$ cat src/rtl/sd_card_cmd_responder_if.sv
// Command/response bundle between the SD CMD responder (slave) and the card logic / line driver (master).
`timescale 1ns/1ps
interface sd_card_cmd_responder_if;
  logic         sd_clk_en;
  logic         cmd_in;
  logic         cmd_out;
  logic         cmd_oe;
  logic         cmd_valid;
  logic [5:0]   cmd_index;
  logic [31:0]  cmd_arg;
  logic         cmd_crc_err;
  logic         cmd_frame_err;
  logic         rsp_start;
  logic [1:0]   rsp_type;
  logic [5:0]   rsp_index;
  logic [127:0] rsp_data;
  logic         rsp_busy;
  logic         rsp_done;

  modport slave (
    input  sd_clk_en, cmd_in, rsp_start, rsp_type, rsp_index, rsp_data,
    output cmd_out, cmd_oe, cmd_valid, cmd_index, cmd_arg, cmd_crc_err,
           cmd_frame_err, rsp_busy, rsp_done
  );

  modport master (
    output sd_clk_en, cmd_in, rsp_start, rsp_type, rsp_index, rsp_data,
    input  cmd_out, cmd_oe, cmd_valid, cmd_index, cmd_arg, cmd_crc_err,
           cmd_frame_err, rsp_busy, rsp_done
  );
endinterface

$ cat src/rtl/sd_card_cmd_responder.sv
// Card-side SD CMD endpoint: receives 48-bit commands, checks framing/CRC7, sends R1/R2/R3 responses.
// Receive CRC7 check is enabled only when SD_CARD_RSP_CRC_CHECK_EN is defined.
`timescale 1ns/1ps
module sd_card_cmd_responder #(
  parameter int NCR = 2
) (
  input  logic                    ex_clk,
  input  logic                    ex_resetn,
  sd_card_cmd_responder_if.slave  bus
);
  typedef enum logic [2:0] {
    S_IDLE, S_RX, S_CHECK, S_WAIT_RSP, S_NCR_WAIT, S_TX
  } state_t;

  localparam logic [7:0] RX_LEN    = 8'd48;
  localparam logic [7:0] CRC_START = 8'd40;
  localparam logic [7:0] CRC_END   = 8'd47;
  localparam logic [6:0] NCR_TICKS = 7'(NCR);

  state_t       state;
  logic [47:0]  rx_sr;
  logic [135:0] tx_sr;
  logic [7:0]   bit_cnt;
  logic [7:0]   tx_len;
  logic         tx_crc_en;
  logic [6:0]   crc;
  logic [6:0]   ncr_cnt;
  logic         tx_bit;
  logic         tick;

  function automatic logic [6:0] crc7_step(input logic [6:0] c, input logic b);
    logic fb;
    fb = c[6] ^ b;
    return {c[5:3], c[2] ^ fb, c[1:0], fb};
  endfunction

  assign tick = bus.sd_clk_en;

  // In R1 the CRC register is shifted out over the frame's CRC field.
  always_comb begin
    tx_bit = tx_sr[135];
    if (tx_crc_en && bit_cnt >= CRC_START && bit_cnt < CRC_END) tx_bit = crc[6];
  end

  always_ff @(posedge ex_clk or negedge ex_resetn) begin
    if (!ex_resetn) begin
      state             <= S_IDLE;
      rx_sr             <= '0;
      tx_sr             <= '0;
      bit_cnt           <= '0;
      tx_len            <= RX_LEN;
      tx_crc_en         <= 1'b0;
      crc               <= '0;
      ncr_cnt           <= '0;
      bus.cmd_out       <= 1'b1;
      bus.cmd_oe        <= 1'b0;
      bus.cmd_valid     <= 1'b0;
      bus.cmd_index     <= '0;
      bus.cmd_arg       <= '0;
      bus.cmd_crc_err   <= 1'b0;
      bus.cmd_frame_err <= 1'b0;
      bus.rsp_busy      <= 1'b0;
      bus.rsp_done      <= 1'b0;
    end else begin
      bus.cmd_valid     <= 1'b0;
      bus.cmd_crc_err   <= 1'b0;
      bus.cmd_frame_err <= 1'b0;
      bus.rsp_done      <= 1'b0;

      case (state)
        S_IDLE: begin
          if (tick && !bus.cmd_in) begin
            rx_sr   <= {rx_sr[46:0], 1'b0};
            bit_cnt <= 8'd1;
            crc     <= '0;
            state   <= S_RX;
          end
        end

        S_RX: begin
          if (tick) begin
            rx_sr <= {rx_sr[46:0], bus.cmd_in};
            if (bit_cnt < CRC_START) crc <= crc7_step(crc, bus.cmd_in);
            if (bit_cnt < RX_LEN) bit_cnt <= bit_cnt + 8'd1;
            if (bit_cnt == RX_LEN - 8'd1) state <= S_CHECK;
          end
        end

        S_CHECK: begin
          if (rx_sr[47] || !rx_sr[46] || !rx_sr[0]) begin
            bus.cmd_frame_err <= 1'b1;
            state             <= S_IDLE;
          end
`ifdef SD_CARD_RSP_CRC_CHECK_EN
          else if (crc != rx_sr[7:1]) begin
            bus.cmd_crc_err <= 1'b1;
            state           <= S_IDLE;
          end
`endif
          else begin
            bus.cmd_index <= rx_sr[45:40];
            bus.cmd_arg   <= rx_sr[39:8];
            bus.cmd_valid <= 1'b1;
            state         <= S_WAIT_RSP;
          end
        end

        S_WAIT_RSP: begin
          // A new start bit abandons the pending command, even against a same-cycle rsp_start.
          if (tick && !bus.cmd_in) begin
            rx_sr   <= {rx_sr[46:0], 1'b0};
            bit_cnt <= 8'd1;
            crc     <= '0;
            state   <= S_RX;
          end else if (bus.rsp_start) begin
            case (bus.rsp_type)
              2'd1: begin
                tx_sr     <= {2'b00, 6'h3F, bus.rsp_data[127:1], 1'b1};
                tx_len    <= 8'd136;
                tx_crc_en <= 1'b0;
              end
              2'd2: begin
                tx_sr     <= {2'b00, 6'h3F, bus.rsp_data[31:0], 7'h7F, 1'b1, 88'd0};
                tx_len    <= RX_LEN;
                tx_crc_en <= 1'b0;
              end
              default: begin
                tx_sr     <= {2'b00, bus.rsp_index, bus.rsp_data[31:0], 7'd0, 1'b1, 88'd0};
                tx_len    <= RX_LEN;
                tx_crc_en <= 1'b1;
              end
            endcase
            bus.rsp_busy <= 1'b1;
            ncr_cnt      <= '0;
            state        <= S_NCR_WAIT;
          end
        end

        S_NCR_WAIT: begin
          if (tick) begin
            if (ncr_cnt == NCR_TICKS) begin
              bus.cmd_oe  <= 1'b1;
              bus.cmd_out <= tx_sr[135];
              tx_sr       <= {tx_sr[134:0], 1'b0};
              crc         <= crc7_step(7'd0, tx_sr[135]);
              bit_cnt     <= 8'd1;
              state       <= S_TX;
            end else begin
              ncr_cnt <= ncr_cnt + 7'd1;
            end
          end
        end

        S_TX: begin
          if (tick) begin
            if (bit_cnt == tx_len) begin
              bus.cmd_oe   <= 1'b0;
              bus.cmd_out  <= 1'b1;
              bus.rsp_done <= 1'b1;
              bus.rsp_busy <= 1'b0;
              state        <= S_IDLE;
            end else begin
              bus.cmd_out <= tx_bit;
              tx_sr       <= {tx_sr[134:0], 1'b0};
              if (tx_crc_en && bit_cnt >= CRC_START) crc <= {crc[5:0], 1'b0};
              else if (bit_cnt < CRC_START) crc <= crc7_step(crc, tx_bit);
              bit_cnt <= bit_cnt + 8'd1;
            end
          end
        end

        default: state <= S_IDLE;
      endcase
    end
  end
endmodule

$ cat src/flat_wrapper.sv
// flat-port wrapper written by rule: the top's interface ports become plain ports
module sd_card_cmd_responder_flat 
#(
  parameter int NCR = 2
)
  (ex_clk, ex_resetn, bus_sd_clk_en, bus_cmd_in, bus_rsp_start, bus_rsp_type, bus_rsp_index, bus_rsp_data, bus_cmd_out, bus_cmd_oe, bus_cmd_valid, bus_cmd_index, bus_cmd_arg, bus_cmd_crc_err, bus_cmd_frame_err, bus_rsp_busy, bus_rsp_done);
  sd_card_cmd_responder_if bus_i ();
  input  logic ex_clk;
  input  logic ex_resetn;
  input wire logic [$bits(bus_i.sd_clk_en)-1:0] bus_sd_clk_en;
  input wire logic [$bits(bus_i.cmd_in)-1:0] bus_cmd_in;
  input wire logic [$bits(bus_i.rsp_start)-1:0] bus_rsp_start;
  input wire logic [$bits(bus_i.rsp_type)-1:0] bus_rsp_type;
  input wire logic [$bits(bus_i.rsp_index)-1:0] bus_rsp_index;
  input wire logic [$bits(bus_i.rsp_data)-1:0] bus_rsp_data;
  output wire logic [$bits(bus_i.cmd_out)-1:0] bus_cmd_out;
  output wire logic [$bits(bus_i.cmd_oe)-1:0] bus_cmd_oe;
  output wire logic [$bits(bus_i.cmd_valid)-1:0] bus_cmd_valid;
  output wire logic [$bits(bus_i.cmd_index)-1:0] bus_cmd_index;
  output wire logic [$bits(bus_i.cmd_arg)-1:0] bus_cmd_arg;
  output wire logic [$bits(bus_i.cmd_crc_err)-1:0] bus_cmd_crc_err;
  output wire logic [$bits(bus_i.cmd_frame_err)-1:0] bus_cmd_frame_err;
  output wire logic [$bits(bus_i.rsp_busy)-1:0] bus_rsp_busy;
  output wire logic [$bits(bus_i.rsp_done)-1:0] bus_rsp_done;
  assign bus_i.sd_clk_en = bus_sd_clk_en;
  assign bus_i.cmd_in = bus_cmd_in;
  assign bus_i.rsp_start = bus_rsp_start;
  assign bus_i.rsp_type = bus_rsp_type;
  assign bus_i.rsp_index = bus_rsp_index;
  assign bus_i.rsp_data = bus_rsp_data;
  assign bus_cmd_out = bus_i.cmd_out;
  assign bus_cmd_oe = bus_i.cmd_oe;
  assign bus_cmd_valid = bus_i.cmd_valid;
  assign bus_cmd_index = bus_i.cmd_index;
  assign bus_cmd_arg = bus_i.cmd_arg;
  assign bus_cmd_crc_err = bus_i.cmd_crc_err;
  assign bus_cmd_frame_err = bus_i.cmd_frame_err;
  assign bus_rsp_busy = bus_i.rsp_busy;
  assign bus_rsp_done = bus_i.rsp_done;
  sd_card_cmd_responder #(.NCR(NCR)) u_core (.ex_clk(ex_clk), .ex_resetn(ex_resetn), .bus(bus_i));
endmodule
$ cat config.mk
export PLATFORM = sky130hd
export DESIGN_NAME = sd_card_cmd_responder_flat
export DESIGN_NICKNAME = d
export VERILOG_FILES = /design/src/rtl/sd_card_cmd_responder_if.sv /design/src/rtl/sd_card_cmd_responder.sv /design/src/flat_wrapper.sv
export SDC_FILE = /design/constraint.sdc
export NUM_CORES = 1
export LEC_CHECK = 0
export BUFFER_PORTS_ARGS = -buffer_cell sky130_fd_sc_hd__buf_2
export CAP_MARGIN = 20
export CELL_PAD_IN_SITES_DETAIL_PLACEMENT = 2
export CELL_PAD_IN_SITES_GLOBAL_PLACEMENT = 2
export CORE_MARGIN = 3
export CORE_UTILIZATION = 32
export CTS_BUF_LIST = sky130_fd_sc_hd__clkbuf_4 sky130_fd_sc_hd__clkbuf_8 sky130_fd_sc_hd__clkbuf_16
export DETAILED_ROUTE_END_ITERATION = 6
export GPL_TIMING_DRIVEN = 0
export PLACE_DENSITY_LB_ADDON = 0.1
export SLEW_MARGIN = 20
export SYNTH_ARGS = -nofsm -noshare
export SYNTH_HDL_FRONTEND = slang
export SYNTH_SLANG_ARGS = --single-unit
$ cat constraint.sdc
create_clock -name ex_clk -period 2 [get_ports ex_clk]
set_input_delay 0.4 -clock ex_clk [delete_from_list [all_inputs] [get_ports ex_clk]]
set_output_delay 0.4 -clock ex_clk [all_outputs]
set_load 0.02 [all_outputs]
== Yosys cells after proc, flatten, opt, wreduce, memory -nomap -nowiden ==
Index checks and enable logic that the tools add are counted.

* Add/sub/neg operators: 2
* Order comparisons: 4
* Equality and inequality tests: 26
* Mux-type cells: 68
* Bitwise gates (word level): 6
* Reduce and logical (&&, ||, !) cells: 28

{| class="wikitable"
|+ Operator list
! operator !! number
|-
| two-way mux 136 bit || 6
|-
| case mux 136 bit (3 select lines) || 1
|-
| case mux 134 bit (2 select lines) || 1
|-
| two-way mux 48 bit || 2
|-
| case mux 48 bit (2 select lines) || 1
|-
| two-way mux 7 bit || 13
|-
| two-way mux 8 bit || 8
|-
| case mux 8 bit (4 select lines) || 1
|-
| case mux 7 bit (4 select lines) || 1
|-
| two-way mux 3 bit || 9
|-
| < comparator 8 x 6 -> 1 bit, second input constant || 3
|-
| two-way mux 1 bit || 19
|-
| case mux 3 bit (6 select lines) || 1
|-
| AND reduction 8 bit || 2
|-
| AND reduction 5 bit || 3
|-
| != test 2 x 1 -> 1 bit, second input constant || 7
|-
| != test 2 bit, second input constant || 7
|-
| case mux 7 bit (2 select lines) || 1
|-
| AND reduction 9 bit || 1
|-
| adder 8 x 1 -> 8 bit, second input constant || 1
|-
| == test 8 x 6 -> 1 bit, second input constant || 1
|-
| == test 8 bit || 1
|-
| greater-or-equal comparator 8 x 6 -> 1 bit, second input constant || 1
|-
| nonzero test 2 bit || 4
|-
| other kinds (24) || 39
|}

* Bits in registers: 262
* Input bits: 141
* Output and inout port bits: 45
* Logic and storage cells: 150

== Logic depth before layout (Yosys ltp) ==
* Depth after elaboration: 11
* Depth in mapped cells: 10

== Least setup slack after synthesis ==
No wires, ideal clock.

* Path kind: register to register
* Start: register u_core.ncr_cnt[0]
* End: register u_core.bit_cnt[3]
* Library setup time: 0.069 ns
* Data arrival time: 2.006 ns
* Data required time: 1.931 ns
* Setup slack: -0.075 ns
* Stages on the path, launching flop included: 9
* Path buffers: 1
* Cell sequence: dfrtp_1 -> inv_1 -> ha_1 -> nor2b_1 -> a311oi_1 -> or3_1 -> buf_2 -> or4_1 -> nand3_1

* Cells in the longest elaborated chain, start to end: 3

{| class="wikitable"
|+ RTL lines
! item !! RTL line !! source
|-
| start: declaration || sd_card_cmd_responder.sv:27 || <nowiki>logic [6:0] ncr_cnt;</nowiki>
|-
| start signal: assignment || sd_card_cmd_responder.sv:149 || <nowiki>ncr_cnt <= ncr_cnt + 7'd1;</nowiki>
|-
| == test 7 x 2 -> 1 bit || sd_card_cmd_responder.sv:141 || <nowiki>if (ncr_cnt == NCR_TICKS) begin</nowiki>
|-
| != test 2 x 1 -> 1 bit (no line) || -- ||
|-
| AND reduction 8 bit (no line) || -- ||
|-
| end signal: assignment || sd_card_cmd_responder.sv:84 || <nowiki>if (bit_cnt < RX_LEN) bit_cnt <= bit_cnt + 8'd1;</nowiki>
|-
| end signal: assignment || sd_card_cmd_responder.sv:167 || <nowiki>bit_cnt <= bit_cnt + 8'd1;</nowiki>
|-
| end: declaration || sd_card_cmd_responder.sv:23 || <nowiki>logic [7:0] bit_cnt;</nowiki>
|}

Every way passes these cells.
A chain may end at the register's enable or synchronous reset.

== Worst setup path after layout ==
* Start: register u_core.state[2]
* End: register u_core.tx_sr[131]

* Cells in the longest elaborated chain, start to end: 3
* Elaborated cells on any way between the ends: 12
* Those cells by class: eq/ne (9); mux (1); reduce/logical (2)

{| class="wikitable"
|+ RTL lines
! item !! RTL line !! source
|-
| start: declaration || sd_card_cmd_responder.sv:20 || <nowiki>state_t state;</nowiki>
|-
| start signal: assignment || sd_card_cmd_responder.sv:47 || <nowiki>state <= S_IDLE;</nowiki>
|-
| start signal: assignment || sd_card_cmd_responder.sv:76 || <nowiki>state <= S_RX;</nowiki>
|-
| start signal: assignment || sd_card_cmd_responder.sv:85 || <nowiki>if (bit_cnt == RX_LEN - 8'd1) state <= S_CHECK;</nowiki>
|-
| == test 3 x 2 -> 1 bit / == test 3 bit (equally long branches) || sd_card_cmd_responder.sv:70 || <nowiki>case (state)</nowiki>
|-
| != test 2 bit (no line), or another cell as far along || -- ||
|-
| AND reduction 7 bit (no line) || -- ||
|-
| end signal: assignment || sd_card_cmd_responder.sv:118 || <nowiki>tx_sr <= {2'b00, 6'h3F, bus.rsp_data[127:1], 1'b1};</nowiki>
|-
| end signal: assignment || sd_card_cmd_responder.sv:123 || <nowiki>tx_sr <= {2'b00, 6'h3F, bus.rsp_data[31:0], 7'h7F, 1'b1, 88'd0};</nowiki>
|-
| end signal: assignment || sd_card_cmd_responder.sv:128 || <nowiki>tx_sr <= {2'b00, bus.rsp_index, bus.rsp_data[31:0], 7'd0, 1'b1, 88'd0};</nowiki>
|-
| end: declaration || sd_card_cmd_responder.sv:22 || <nowiki>logic [135:0] tx_sr;</nowiki>
|}

Several ways; a longest one is shown, not always the timed one.

==> results.toml <==
[die]
initial_core_util = 0.326
core_sq_mm = 0.0357
die_h_um = 197
die-area_sq_mm = 0.0387
rows = 69
io_pins = 186
die_w_um = 197

[yosys]
syn_area_per_cell_sq_um = 9.99
syn_nets = 1312
synth_compound_area_frac = 0.140
synthSimpleGateAreaFrac = 0.169
synth_adder_area_share = 0.00731
synth_top_flop_cell = "dfrtp_1"
yosys_warnings = 0
synth_seq_cells = 256
synthXorXnorAreaFrac = 0.00301
synth_area_sq_mm = 0.0116
synth_cell_type_count = 58
synth_top_family_by_area = "simple AND/OR/NAND/NOR gates"
seq_area_frac_synth = 0.551
netlist_instances = 1165
synthMuxAreaShare = 0.0903
async_flop_share = 1.00
synth-edff-count = 0

[setup_path]
crit_path_cell_trace = "buf_6, nand2b_4, nor3_4, buf_6, o221ai_4, buf_12, clkbuf_16, clkbuf_16, nand2_2, o21ai_1"
cp-end-kind = "register"
path_class = "reg -> reg"
slowest_delay_ns = 0.41
crit_arrival_ns = 2.49
r2r.worst_path.cells = 10
cp_slowest_cell = "dfrtp_1"
critPathRequiredTime_ns = 2.45
worstSetupStartpointType = "register"
rrSetupSlack_ns = -0.04
crit_fanout = 8
rr_startpoint = "u_core.state[2]"
regToRegEndpoint = "u_core.tx_sr[131]"
crit_start = "u_core.state[2]"

[run_status]
violations = "negative setup slack"
outcome = "finished, violations left"

[power_and_ir_drop]
irDropWorstVdd_uv = 743
p_leak_nw = 7.25
power_density_mw_per_mm2 = 1450

[cts]
h-tree-depth = 1
clock_sinks = 256
cts_buffers = 30
worstSkewPairLatency_ns = 0.57
cts_root_buffer = "clkbuf_16"
cts.path.max_buffers = 3
path_clk_slew_ns = 0.06
cts_tree = "yes"

[global_route]
grt_pass1_vias = 10960
grt_start_max_net_pins = 90
grt_antenna_before_repair = 1
grt_overflow = 0
grtUsageTotal = 0.195
grt_pass1_wl_um = 61800

[place]
io_buffers = 184
placed_cell_area_sq_mm = 0.0132
gp_congestion = 0.771
dp_cells = 1812
dp_hpwl_um = 26400
place_ws_ns = -1.35

[routing]
drc = 0
viasPerCell = 5.32
dr.pass1.iters = 7
vias = 10184
post_drt_wl_per_cell_um = 20.8
drt_wl_total_um = 39900
ant_nets = 0
initialDrtViolationCount = 508

[sta]
worst_slack_ns = -0.0442
max_freq_mhz = 489
grt_setup_unrepaired = "true"
drv_slew = 0
period_needed_ns = 2.04
finClkSkew_ns = 0.0146
period_share = 1.02
setup_viol = 54
whs_ns = 0.0612
slew_headroom = 0.535
final_hold_viol_count = 0
worst_pin_slew_ns = 0.698
setup-tns-final_ns = -0.884

[layout]
nets = 1575
final_cell_mix = "dfrtp_1, buf_2, nand2_1, nand3_1, nor2_1"
syn_to_final_growth_pct = 38.1
final_common_cell = "dfrtp_1"
stdcell_area_sq_mm = 0.0161
fillCellCount = 3793
final_cells = 1913
drive_above_1_share = 0.414

[hold_path]
min_from = "bus_rsp_start"
hold_path_class = "in -> reg"
holdPathStages = 2
min_to = "u_core.state[1]"

[job]
cap_violations = 0
==> metal layers <==
layer	track usage	vias to the layer above	wire length (um)
li1	-	4712	-
met1	0.281	5262	18300
met2	0.324	175	19700
met3	0.0238	35	1390
met4	0.0333	0	498
met5	0	-	0
==> registers in the layout, indices dropped and copies added (netlist names) <==
register and flops:
u_core.bit_cnt 8, u_core.bus.cmd_arg 32, u_core.bus.cmd_frame_err 1, u_core.bus.cmd_index 6, u_core.bus.cmd_oe 1, u_core.bus.cmd_out 1, u_core.bus.cmd_valid 1, u_core.bus.rsp_busy 1
u_core.bus.rsp_done 1, u_core.crc 7, u_core.ncr_cnt 7, u_core.rx_sr 48, u_core.state 3, u_core.tx_crc_en 1, u_core.tx_len 2, u_core.tx_sr 136
==> area by class of cell <==
cell class | count | area, sq um | area share
flip-flops and latches | 256 | 6410 | 0.399
multi-input cells | 798 | 5590 | 0.348
repair buffers | 241 | 1670 | 0.104
clock buffers | 42 | 897 | 0.0558
plain buffers | 85 | 769 | 0.0479
well taps | 461 | 577 | 0.0359
clock inverters | 13 | 90.1 | 0.00561
inverters | 16 | 60.1 | 0.00374
diodes | 1 | 2.50 | 0.000156
==> cell usage after synthesis (all sizes together), types with 4 or more instances <==
cell type	count	share of area
a222oi	32	0.028
a21o	4	0.0026
nand3b	8	0.0052
nand3	101	0.043
ha	6	0.0065
mux2	88	0.085
nand2b	9	0.0048
nor3	8	0.0039
nand2	160	0.052
buf	32	0.014
a21oi	18	0.0077
o21ai	81	0.035
o221ai	4	0.0035
dfrtp	254	0.55
inv	16	0.0052
o31ai	5	0.0032
clkbuf	63	0.020
mux2i	6	0.0052
a31oi	90	0.048
nor2b	6	0.0032
nor2	127	0.041
==> worst max-delay path, delay by kind of cell, from the launching register on <==
family / cells / cell delay, ns
DFF: 1 / 0.41
AOI/OAI and AO/OA: 2 / 0.17
and+or+nand+nor: 3 / 0.53
buffers and inverters: 5 / 0.80
==> stage by stage <==
stage | utilization | power [mW]
after floorplan | - | 12.4
after global placement | 0.368 | 14.4
after detailed placement | 0.369 | 14.8
after CTS | 0.422 | 21.7
after global routing | 0.450 | 24.8
final | 0.450 | 23.2
==> logic make-up (layout without fill, tap and decap cells) <==
logic type,Yosys count,after routing
AO/OA/AOI/OAI,250,250
XOR/XNOR,4,4
adder cells (fa/ha/maj),7,7
buffers and inverters,111,397
flip-flops,256,256
multiplexers,94,94
other,1,2
AND/OR/NAND/NOR,442,442
==> where the power goes <==
group	total (mW)	switching [mW]	leakage [nW]	internal, mW
Sequential	8.37	1.36	3.24	7.02
Clock	5.41	2.29	0.507	3.12
Combinational	9.45	5.08	3.51	4.37
==> what timing repair did <==
| action | CTS | global route |
|---|---|---|
| pin swaps | 21 | 25 |
| setup endpoints to repair | 251 | 215 |
| gates cloned | 3 | 9 |
| resized for setup | 194 | 201 |
| hold buffers | 1 | 0 |
| hold endpoints to repair | 77 | 0 |
| buffers inserted | 32 | 10 |
==> how the worst max path moves through the flow <==
stage,end,cells past startpoint
floorplan,u_core.bit_cnt[3],6
global placement,u_core.tx_sr[118],1
detailed placement,u_core.tx_sr[124],7
CTS,u_core.tx_sr[129],10
global route,u_core.tx_sr[131],11
finish,u_core.tx_sr[131],10
Note: power is estimated with default switching activity, not from simulation.
